### src/rtl/hazard_stall_ctrl_pkg.sv
// Shared encodings and defaults for the hazard/stall sequencer of the 5-stage core.
package hazard_stall_ctrl_pkg;

  typedef enum logic {
    IDLE   = 1'b0,
    MD_RUN = 1'b1
  } md_state_e;

  localparam logic [4:0] REG_ZERO       = 5'd0;
  localparam int         MD_LATENCY_DEF = 8;

endpackage

### src/rtl/hazard_stall_ctrl_if.sv
// Hazard-unit bundle: ID/EX instruction fields in, pipeline-register controls out.
interface hazard_stall_ctrl_if #(
  parameter int STALL_CNT_W = 16
);
  logic [4:0]             Rs_Id;
  logic [4:0]             Rt_Id;
  logic [4:0]             Rt_Ex;
  logic                   MemRead_Ex;
  logic                   Br_Taken_Id;
  logic                   MulDiv_Id;
  logic                   HiLo_Use_Id;
  logic                   Stall_Clr;
  logic                   PC_Write;
  logic                   IF_ID_Write;
  logic                   IF_ID_Flush;
  logic                   ID_EX_Bubble;
  logic                   MD_Start;
  logic                   MD_Busy;
  logic [STALL_CNT_W-1:0] Stall_Cnt;

  modport master (
    output Rs_Id, Rt_Id, Rt_Ex, MemRead_Ex, Br_Taken_Id, MulDiv_Id, HiLo_Use_Id, Stall_Clr,
    input  PC_Write, IF_ID_Write, IF_ID_Flush, ID_EX_Bubble, MD_Start, MD_Busy, Stall_Cnt
  );

  modport slave (
    input  Rs_Id, Rt_Id, Rt_Ex, MemRead_Ex, Br_Taken_Id, MulDiv_Id, HiLo_Use_Id, Stall_Clr,
    output PC_Write, IF_ID_Write, IF_ID_Flush, ID_EX_Bubble, MD_Start, MD_Busy, Stall_Cnt
  );
endinterface

### src/rtl/hazard_stall_ctrl_sat.sv
// Saturating up-counter with synchronous clear; clear wins over increment.
module sat_counter #(
  parameter int WIDTH = 16
) (
  input  logic             clock,
  input  logic             reset,
  input  logic             clr,
  input  logic             inc,
  output logic [WIDTH-1:0] count
);

  function automatic logic [WIDTH-1:0] sat_inc(input logic [WIDTH-1:0] v);
    return (&v) ? v : v + 1'b1;
  endfunction

  always_ff @(posedge clock or negedge reset) begin
    if (!reset)     count <= '0;
    else if (clr)   count <= '0;
    else if (inc)   count <= sat_inc(count);
  end

endmodule

### src/rtl/hazard_stall_ctrl.sv
// Load-use / mul-div hazard detection, pipeline stall and flush control,
// mul/div occupancy FSM and stall-cycle performance counter.
module hazard_stall_ctrl
  import hazard_stall_ctrl_pkg::*;
#(
  parameter int MD_LATENCY  = MD_LATENCY_DEF,
  parameter int CNT_W       = 4,
  parameter int STALL_CNT_W = 16
) (
  input  logic clock,
  input  logic reset,
  hazard_stall_ctrl_if.slave hz
);

  md_state_e        state_q, state_d;
  logic [CNT_W-1:0] lat_cnt_q, lat_cnt_d;
  logic             busy_q, busy_d;
  logic             load_use, md_hazard, stall, md_start;

  always_comb begin
    load_use  = hz.MemRead_Ex && (hz.Rt_Ex != REG_ZERO) &&
                ((hz.Rt_Ex == hz.Rs_Id) || (hz.Rt_Ex == hz.Rt_Id));
    md_hazard = (state_q == MD_RUN) && (hz.MulDiv_Id || hz.HiLo_Use_Id);
    stall     = load_use || md_hazard;
  end

  always_comb begin
    state_d   = state_q;
    lat_cnt_d = lat_cnt_q;
    busy_d    = busy_q;
    md_start  = 1'b0;
    case (state_q)
      IDLE: begin
        // md_hazard is never set in IDLE, so load_use is the only blocker.
        if (hz.MulDiv_Id && !load_use) begin
          md_start  = 1'b1;
          state_d   = MD_RUN;
          lat_cnt_d = CNT_W'(MD_LATENCY - 1);
          busy_d    = 1'b1;
        end
      end
      MD_RUN: begin
        if (lat_cnt_q == '0) begin
          state_d = IDLE;
          busy_d  = 1'b0;
        end else begin
          lat_cnt_d = lat_cnt_q - 1'b1;
        end
      end
      default: begin
        state_d = IDLE;
        busy_d  = 1'b0;
      end
    endcase
  end

  always_ff @(posedge clock or negedge reset) begin
    if (!reset) begin
      state_q   <= IDLE;
      lat_cnt_q <= '0;
      busy_q    <= 1'b0;
    end else begin
      state_q   <= state_d;
      lat_cnt_q <= lat_cnt_d;
      busy_q    <= busy_d;
    end
  end

  // Outputs are held at their run-freely values while reset is asserted.
  assign hz.PC_Write     = !reset || !stall;
  assign hz.IF_ID_Write  = !reset || !stall;
  assign hz.IF_ID_Flush  = reset && !stall && hz.Br_Taken_Id;
  assign hz.ID_EX_Bubble = reset && stall;
  assign hz.MD_Start     = reset && md_start;
  assign hz.MD_Busy      = busy_q;

  sat_counter #(
    .WIDTH (STALL_CNT_W)
  ) u_stall_cnt (
    .clock (clock),
    .reset (reset),
    .clr   (hz.Stall_Clr),
    .inc   (stall),
    .count (hz.Stall_Cnt)
  );

endmodule

### src/flat_wrapper.sv
// flat-port wrapper written by rule: the top's interface ports become plain ports
module hazard_stall_ctrl_flat import hazard_stall_ctrl_pkg::*;
#(
  parameter int MD_LATENCY  = MD_LATENCY_DEF,
  parameter int CNT_W       = 4,
  parameter int STALL_CNT_W = 16
)
  (clock, reset, hz_Rs_Id, hz_Rt_Id, hz_Rt_Ex, hz_MemRead_Ex, hz_Br_Taken_Id, hz_MulDiv_Id, hz_HiLo_Use_Id, hz_Stall_Clr, hz_PC_Write, hz_IF_ID_Write, hz_IF_ID_Flush, hz_ID_EX_Bubble, hz_MD_Start, hz_MD_Busy, hz_Stall_Cnt);
  hazard_stall_ctrl_if #(.STALL_CNT_W(STALL_CNT_W)) hz_i ();
  input  logic clock;
  input  logic reset;
  input wire logic [$bits(hz_i.Rs_Id)-1:0] hz_Rs_Id;
  input wire logic [$bits(hz_i.Rt_Id)-1:0] hz_Rt_Id;
  input wire logic [$bits(hz_i.Rt_Ex)-1:0] hz_Rt_Ex;
  input wire logic [$bits(hz_i.MemRead_Ex)-1:0] hz_MemRead_Ex;
  input wire logic [$bits(hz_i.Br_Taken_Id)-1:0] hz_Br_Taken_Id;
  input wire logic [$bits(hz_i.MulDiv_Id)-1:0] hz_MulDiv_Id;
  input wire logic [$bits(hz_i.HiLo_Use_Id)-1:0] hz_HiLo_Use_Id;
  input wire logic [$bits(hz_i.Stall_Clr)-1:0] hz_Stall_Clr;
  output wire logic [$bits(hz_i.PC_Write)-1:0] hz_PC_Write;
  output wire logic [$bits(hz_i.IF_ID_Write)-1:0] hz_IF_ID_Write;
  output wire logic [$bits(hz_i.IF_ID_Flush)-1:0] hz_IF_ID_Flush;
  output wire logic [$bits(hz_i.ID_EX_Bubble)-1:0] hz_ID_EX_Bubble;
  output wire logic [$bits(hz_i.MD_Start)-1:0] hz_MD_Start;
  output wire logic [$bits(hz_i.MD_Busy)-1:0] hz_MD_Busy;
  output wire logic [$bits(hz_i.Stall_Cnt)-1:0] hz_Stall_Cnt;
  assign hz_i.Rs_Id = hz_Rs_Id;
  assign hz_i.Rt_Id = hz_Rt_Id;
  assign hz_i.Rt_Ex = hz_Rt_Ex;
  assign hz_i.MemRead_Ex = hz_MemRead_Ex;
  assign hz_i.Br_Taken_Id = hz_Br_Taken_Id;
  assign hz_i.MulDiv_Id = hz_MulDiv_Id;
  assign hz_i.HiLo_Use_Id = hz_HiLo_Use_Id;
  assign hz_i.Stall_Clr = hz_Stall_Clr;
  assign hz_PC_Write = hz_i.PC_Write;
  assign hz_IF_ID_Write = hz_i.IF_ID_Write;
  assign hz_IF_ID_Flush = hz_i.IF_ID_Flush;
  assign hz_ID_EX_Bubble = hz_i.ID_EX_Bubble;
  assign hz_MD_Start = hz_i.MD_Start;
  assign hz_MD_Busy = hz_i.MD_Busy;
  assign hz_Stall_Cnt = hz_i.Stall_Cnt;
  hazard_stall_ctrl #(.MD_LATENCY(MD_LATENCY), .CNT_W(CNT_W), .STALL_CNT_W(STALL_CNT_W)) u_core (.clock(clock), .reset(reset), .hz(hz_i));
endmodule
### config.mk
export PLATFORM = sky130hd
export DESIGN_NAME = hazard_stall_ctrl_flat
export DESIGN_NICKNAME = d
export VERILOG_FILES = /design/src/rtl/hazard_stall_ctrl_pkg.sv /design/src/rtl/hazard_stall_ctrl_if.sv /design/src/rtl/hazard_stall_ctrl_sat.sv /design/src/rtl/hazard_stall_ctrl.sv /design/src/flat_wrapper.sv
export SDC_FILE = /design/constraint.sdc
export NUM_CORES = 1
export LEC_CHECK = 0
export CORE_ASPECT_RATIO = 0.6
export CORE_MARGIN = 2
export CORE_UTILIZATION = 46
export CTS_CLUSTER_DIAMETER = 150
export DETAILED_ROUTE_END_ITERATION = 6
export PLACE_DENSITY_LB_ADDON = 0.1
export SKIP_CTS_REPAIR_TIMING = 1
export SLEW_MARGIN = 10
export SYNTH_ARGS = -nofsm -noshare
export SYNTH_HDL_FRONTEND = slang
export SYNTH_SLANG_ARGS = --single-unit
### constraint.sdc
create_clock -name clock -period 2.8 [get_ports clock]
set_input_delay 0.28 -clock clock [delete_from_list [all_inputs] [get_ports clock]]
set_output_delay 0.28 -clock clock [all_outputs]
set_load 0.01 [all_outputs]
# ---- Yosys cells after proc, flatten, opt, wreduce, memory -nomap -nowiden
# Index checks and enable logic that the tools add are counted.
dict set report classes {
  mux 13
  n_div 0
  shifts 0
  n_lt_le_gt_ge 0
  n_addsub 2
  n_eq_ne 6
  bitwise_logic 1
  n_mul 0
  n_reduce_logical 22
}
# operator n
set op_table {}
lappend op_table {{$mux W16} 3}
lappend op_table {{$add A16 B1 Y16 const B} 1}
lappend op_table {{$reduce_and A16 Y1} 1}
lappend op_table {{$eq A5 B5 Y1} 2}
lappend op_table {{$logic_and A1 B1 Y1} 8}
lappend op_table {{$mux W4} 2}
lappend op_table {{$pmux W4 S2} 1}
lappend op_table {{$ne A2 B2 Y1 const B} 3}
lappend op_table {{$reduce_and A2 Y1} 3}
lappend op_table {{$mux W1} 5}
lappend op_table {{$reduce_bool A5 Y1} 1}
lappend op_table {{$logic_not A4 Y1} 1}
lappend op_table {{$logic_or A1 B1 Y1} 4}
lappend op_table {{$pmux W1 S2} 2}
lappend op_table {{$sub A4 B1 Y4 const B} 1}
lappend op_table {{$logic_not A1 Y1} 3}
lappend op_table {{$ne A2 B1 Y1 const B} 1}
lappend op_table {{$reduce_bool A2 Y1} 1}
lappend op_table {{$not A1 Y1} 1}
dict set report totals {
  mem_count 0
  latch_bits 0
  ramBits 0
  register_bits 22
  romBits 0
  wordCells 48
  input_bits 22
  out_inout_bits 22
}

# ---- Longest topological paths before layout
dict set report logic_depth {
  ltp_word 8
  depth_mapped 9
  mapped_depth_nobuf 7
}

# ---- By module
# From an unflattened synthesis, not the netlist that was laid out.
dict set report unflattened {
  hier_cells 162
  hier_area_um2 1460.2
}
# module area_per_inst_um2 seq_area_each_um2 instances cells_each
set by_module_without_submodules {}
lappend by_module_without_submodules {sat_counter 905.9 400.4 1 98}
lappend by_module_without_submodules {hazard_stall_ctrl 554.3 150.1 1 64}

# ---- Worst setup path after synthesis
# Ideal clock, no wire load.
dict set report synth_path {
  path_type {flip-flop to flip-flop}
  startpoint {register u_core.u_stall_cnt.count[0]}
  endpoint {register u_core.u_stall_cnt.count[1]}
  setup_ns 0.134
  slack_ns 0.684
  path_buffers 2
  t_arrival_ns 1.982
  required_ns 2.666
  path_stages_with_launch 10
  period_less_slack_ns 2.116
  path_cell_list {dfrtp_1 > ha_1 > nand4_2 > nor4_1 > nor2_1 > a21oi_2 > buf_6 > buf_12 > mux2i_1 > nor2_1}
}
dict set report synth_via {
  elab_chain_cells 4
  word_cells_on_any_way 7
  cone_classes {1 x add/sub; 1 x eq/ne; 3 x mux; 2 x reduce/logical}
}
# item line_no
set synth_rtl {}
lappend synth_rtl {{start, declared} hazard_stall_ctrl_sat.sv:9} ;# output logic [WIDTH-1:0] count
lappend synth_rtl {{start signal, assigned} hazard_stall_ctrl_sat.sv:19} ;# else if (inc) count <= sat_inc(count);
lappend synth_rtl {{$add A16 B1 Y16} hazard_stall_ctrl_sat.sv:13} ;# return (&v) ? v : v + 1'b1;
lappend synth_rtl {{$mux W16} hazard_stall_ctrl_sat.sv:13}
lappend synth_rtl {{$mux W16} hazard_stall_ctrl_sat.sv:19}
lappend synth_rtl {{$mux W16} hazard_stall_ctrl_sat.sv:18} ;# else if (clr) count <= '0;
# Parallel ways exist; a longest one is shown, timed or not. The select of a mux whose other input is x is not followed.
# A chain may end at the register's enable or synchronous reset.

# ---- Final worst setup path
dict set report layout_path {
  startpoint {input hz_Rt_Ex[3]}
  endpoint {output hz_MD_Start}
}
dict set report layout_via {
  elab_chain_cells 8
  word_cells_on_any_way 11
  cone_classes {2 x eq/ne; 2 x mux; 7 x reduce/logical}
}
# item line_no
set layout_rtl {}
lappend layout_rtl {{start, declared} flat_wrapper.sv:14} ;# input wire logic [$bits(hz_i.Rt_Ex)-1:0] hz_Rt_Ex;
lappend layout_rtl {{$eq A5 B5 Y1 or $reduce_bool A5 Y1 (tied branches)} {hazard_stall_ctrl.sv:22, hazard_stall_ctrl.sv:21}}
lappend layout_rtl {{$logic_or A1 B1 Y1 or $logic_and A1 B1 Y1 (tied branches)} {hazard_stall_ctrl.sv:22, hazard_stall_ctrl.sv:21}}
lappend layout_rtl {{$logic_and A1 B1 Y1 (*)} hazard_stall_ctrl.sv:21} ;# load_use = hz.MemRead_Ex && (hz.Rt_Ex != REG_ZERO) &&
lappend layout_rtl {{$logic_not A1 Y1 (*)} hazard_stall_ctrl.sv:35} ;# if (hz.MulDiv_Id && !load_use) begin
lappend layout_rtl {{$logic_and A1 B1 Y1 (*)} hazard_stall_ctrl.sv:35}
lappend layout_rtl {{$mux W1 (*)} hazard_stall_ctrl.sv:35}
lappend layout_rtl {{$mux W1 (*)} hazard_stall_ctrl.sv:32} ;# case (state_q)
lappend layout_rtl {{$logic_and A1 B1 Y1 (*)} hazard_stall_ctrl.sv:74} ;# assign hz.MD_Start = reset && md_start;
lappend layout_rtl {{end, declared} flat_wrapper.sv:24} ;# output wire logic [$bits(hz_i.MD_Start)-1:0] hz_MD_Start;
# Every way passes the cells marked *; elsewhere a longest branch is shown, timed or not.

==> flow_metrics.py <==
metrics = {
    "routing": {
        "post-route-drc-count": 0,
        "via_per_inst": 5.280,
        "postRouteAntennaNets": 0,
        "finalWirelength_um": 3304,
        "firstDrtPassIters": 4,
        "drtIter0Drc": 109,
        "vias": 1283,
        "wire_per_inst_um": 13.60,
    },
    "global_route": {
        "grt_max_degree": 21,
        "antenna_found_initial": 0,
        "grt_overflow": 0,
        "grtUsageTotal_pct": 20.12,
        "grt_pass1_wl_um": 5216,
        "grt_pass1_vias": 1130,
    },
    "status": {
        "outcome": "finished clean",
    },
    "setup_path": {
        "critPathCaptureType": "output port",
        "reg2reg_to": "u_core.u_stall_cnt.count[14]",
        "cp_max_fo": 4,
        "startpoint_type": "input port",
        "crit_start": "hz_Rt_Ex[3]",
        "ff2ff_path_depth": 6,
        "worstPathRequired_ns": 2.52,
        "reg2reg_slack_ns": 0.46,
        "r2r_start": "u_core.u_stall_cnt.count[0]",
        "critPathKind": "input port to output port",
        "cp.arrival_ns": 2.38,
    },
    "finish": {
        "final_layout_size_suffix_gt1_share_pct": 14.43,
        "n_antenna_cell": 0,
        "final_cell_mix": "42 x clkdlybuf4s50_1, 22 x dfrtp_1, 14 x nand2_1",
        "syn2layout_area_growth_pct": 39.45,
        "final_core_util_pct": 67.79,
        "fin_cells": 243,
        "nNetsFinal": 227,
        "final_common_cell": "clkdlybuf4s50_1",
    },
    "clock_network": {
        "clk_latency_ns": 0.26,
        "cts_max_path_buffers": 2,
        "clockRootBuffer": "clkbuf_8",
        "clk_pin_slew_ns": 0.08,
        "tritoncts": "built",
        "clock_sinks": 22,
        "htreeDepth": 1,
        "cts_buffers": 3,
    },
    "synthesis": {
        "synthesis.area_um2": 1405,
        "synth_area_per_cell_um2": 9.124,
        "yosysUniqueCellTypes": 44,
        "yosysSeqAreaShare_pct": 39.18,
        "synth_seq_cells": 22,
        "synth_cells": 154,
        "synthesis.nets": 179,
        "yosysWarningCount": 0,
    },
    "run": {
        "drv_cap": 0,
    },
    "power_and_ir_drop": {
        "combPwrFrac_pct": 35.2,
        "switchingPower_mw": 0.3506,
        "irDropWorstVdd_mv": 0.4257,
        "switching_share_pct": 31.71,
        "p_clk_share_pct": 27.0,
        "seq_power_share_pct": 37.8,
        "pwr_density_cell_nw_per_um2": 564.2,
        "p_int_mw": 0.7549,
        "p_leak_nw": 0.7688,
    },
    "floorplanning": {
        "io_pins": 44,
        "start_util_pct": 48.61,
        "die_w_um": 75.35,
        "die_area_um2": 3527,
        "die_h_um": 46.81,
        "design.core.area_um2": 2890,
        "rows": 15,
    },
    "timing": {
        "slew_headroom_pct": 48.57,
        "fmax_mhz": 376.0,
        "skew_ns": 0.001962,
        "period_share_pct": 94.99,
        "finalSetupViolCount": 0,
        "hold_violations": 0,
        "hold_slack_ns": 0.3707,
        "period_needed_ns": 2.660,
        "slew_violations": 0,
        "grt_setup_unrepaired": "false",
        "worst_pin_slew_ns": 0.7691,
        "fin_tns_setup_ns": 0,
    },
    "placement": {
        "post-dp-hpwl_um": 2556,
        "gp_congestion": 0.8397,
        "place_inst": 239,
        "port_buffers": 43,
    },
    "min_path": {
        "hold_path.class": "input port to async pin",
    },
}
[registers in the layout, summed over array words and instances (netlist names)]
| name | cells |
|---|---|
| u_core.hz.MD_Busy | 1 |
| u_core.lat_cnt_q | 4 |
| u_core.state_q | 1 |
| u_core.u_stall_cnt.count | 16 |
[power groups by stage]
stage               clock, mW  combinational (mW)  sequential [mW]
global route            0.316               0.428            0.425
floorplan                   0               0.251            0.421
CTS                     0.308               0.391            0.416
finish                  0.298               0.389            0.418
global placement            0               0.370            0.419
detailed placement          0               0.388            0.421
[worst max path at each step]
stage,slack [ns],endpoint,depth (start not counted)
2_1_floorplan,0.68,u_core.u_stall_cnt.count[1],9
3_3_place_gp,0.16,hz_IF_ID_Flush,6
3_5_place_dp,0.11,hz_MD_Start,7
4_1_cts,0.10,hz_MD_Start,7
5_1_grt,0.04,hz_MD_Start,7
6_report,0.14,hz_MD_Start,7
[routing by layer]
layer	GRT usage [%]	vias up	routed length [µm]
met2	30.96	30	1459
li1	-	649	-
met4	8.070	0	46
met5	0	-	0
met1	27.96	599	1653
met3	4.721	5	145
[cells in the mapped netlist]
library cell | instances | area share (%)
dfrtp_1 | 22 | 39
nand2_1 | 15 | 4.0
nor2_1 | 11 | 2.9
xnor2_1 | 11 | 6.9
nand3_1 | 9 | 3.2
a21oi_1 | 8 | 2.8
inv_1 | 8 | 2.1
o21ai_1 | 7 | 2.5
or3_2 | 7 | 3.7
a21oi_2 | 4 | 2.5
clkbuf_1 | 3 | 0.80
ha_1 | 3 | 2.7
nor2b_1 | 3 | 1.3
nor4_1 | 3 | 1.3
o31ai_1 | 3 | 1.6
or4_1 | 3 | 1.6
a31oi_1 | 2 | 0.89
mux2_2 | 2 | 1.6
nand4_1 | 2 | 0.89
nor3_1 | 2 | 0.71
o21ai_0 | 2 | 0.71
xor2_1 | 2 | 1.2
a2111oi_0 | 1 | 0.62
a211oi_1 | 1 | 0.53
a21bo_2 | 1 | 0.71
a311oi_1 | 1 | 0.62
a32oi_1 | 1 | 0.62
and2_1 | 1 | 0.45
and3_1 | 1 | 0.45
buf_12 | 1 | 1.4
buf_4 | 1 | 0.53
buf_6 | 1 | 0.80
mux2_4 | 1 | 1.1
mux2i_1 | 1 | 0.71
nand3b_1 | 1 | 0.53
nand4_2 | 1 | 0.89
nor2b_4 | 1 | 0.98
nor3b_1 | 1 | 0.53
nor3b_2 | 1 | 0.89
o21a_1 | 1 | 0.53
o22ai_1 | 1 | 0.45
or2_0 | 1 | 0.45
or2_1 | 1 | 0.45
or3_1 | 1 | 0.45
[layout make-up]
| class | instances | area [µm²] |
|---|---|---|
| tap | 42 | 52.55 |
| sequential | 22 | 550.5 |
| timing repair buffer | 49 | 478.0 |
| clock buffer | 3 | 41.29 |
| clock inverter | 1 | 30.03 |
| inverter | 8 | 30.03 |
| fill | 241 | 930.9 |
| multi-input combinational | 118 | 777.0 |
[worst max-delay path, cell delays in order]
cell and delay (ns):
clkdlybuf4s50_1 0.47, or4_1 0.53, o21a_1 0.22, nand2_2 0.12
nand3b_1 0.12, nor2_1 0.10, clkdlybuf4s50_1 0.54
[cells by family after synthesis]
logic type,share of synthesized area [%]
buf+inv,5.699
fa+ha+maj,2.672
flops,39.18
xor+xnor,8.103
mux,3.383
simple gates,25.82
compound gates,15.14
[through the flow]
step,area (µm²),setup WS (ns),power [mW]
floorplan,1405,0.6835,0.6716
global placement,1883,0.1640,0.7887
detailed placement,1883,0.1137,0.8092
CTS,1954,0.1046,1.115
global route,1959,0.04385,1.169
finish,1959,0.1402,1.105
No activity file was read; power rests on OpenSTA's default activity.
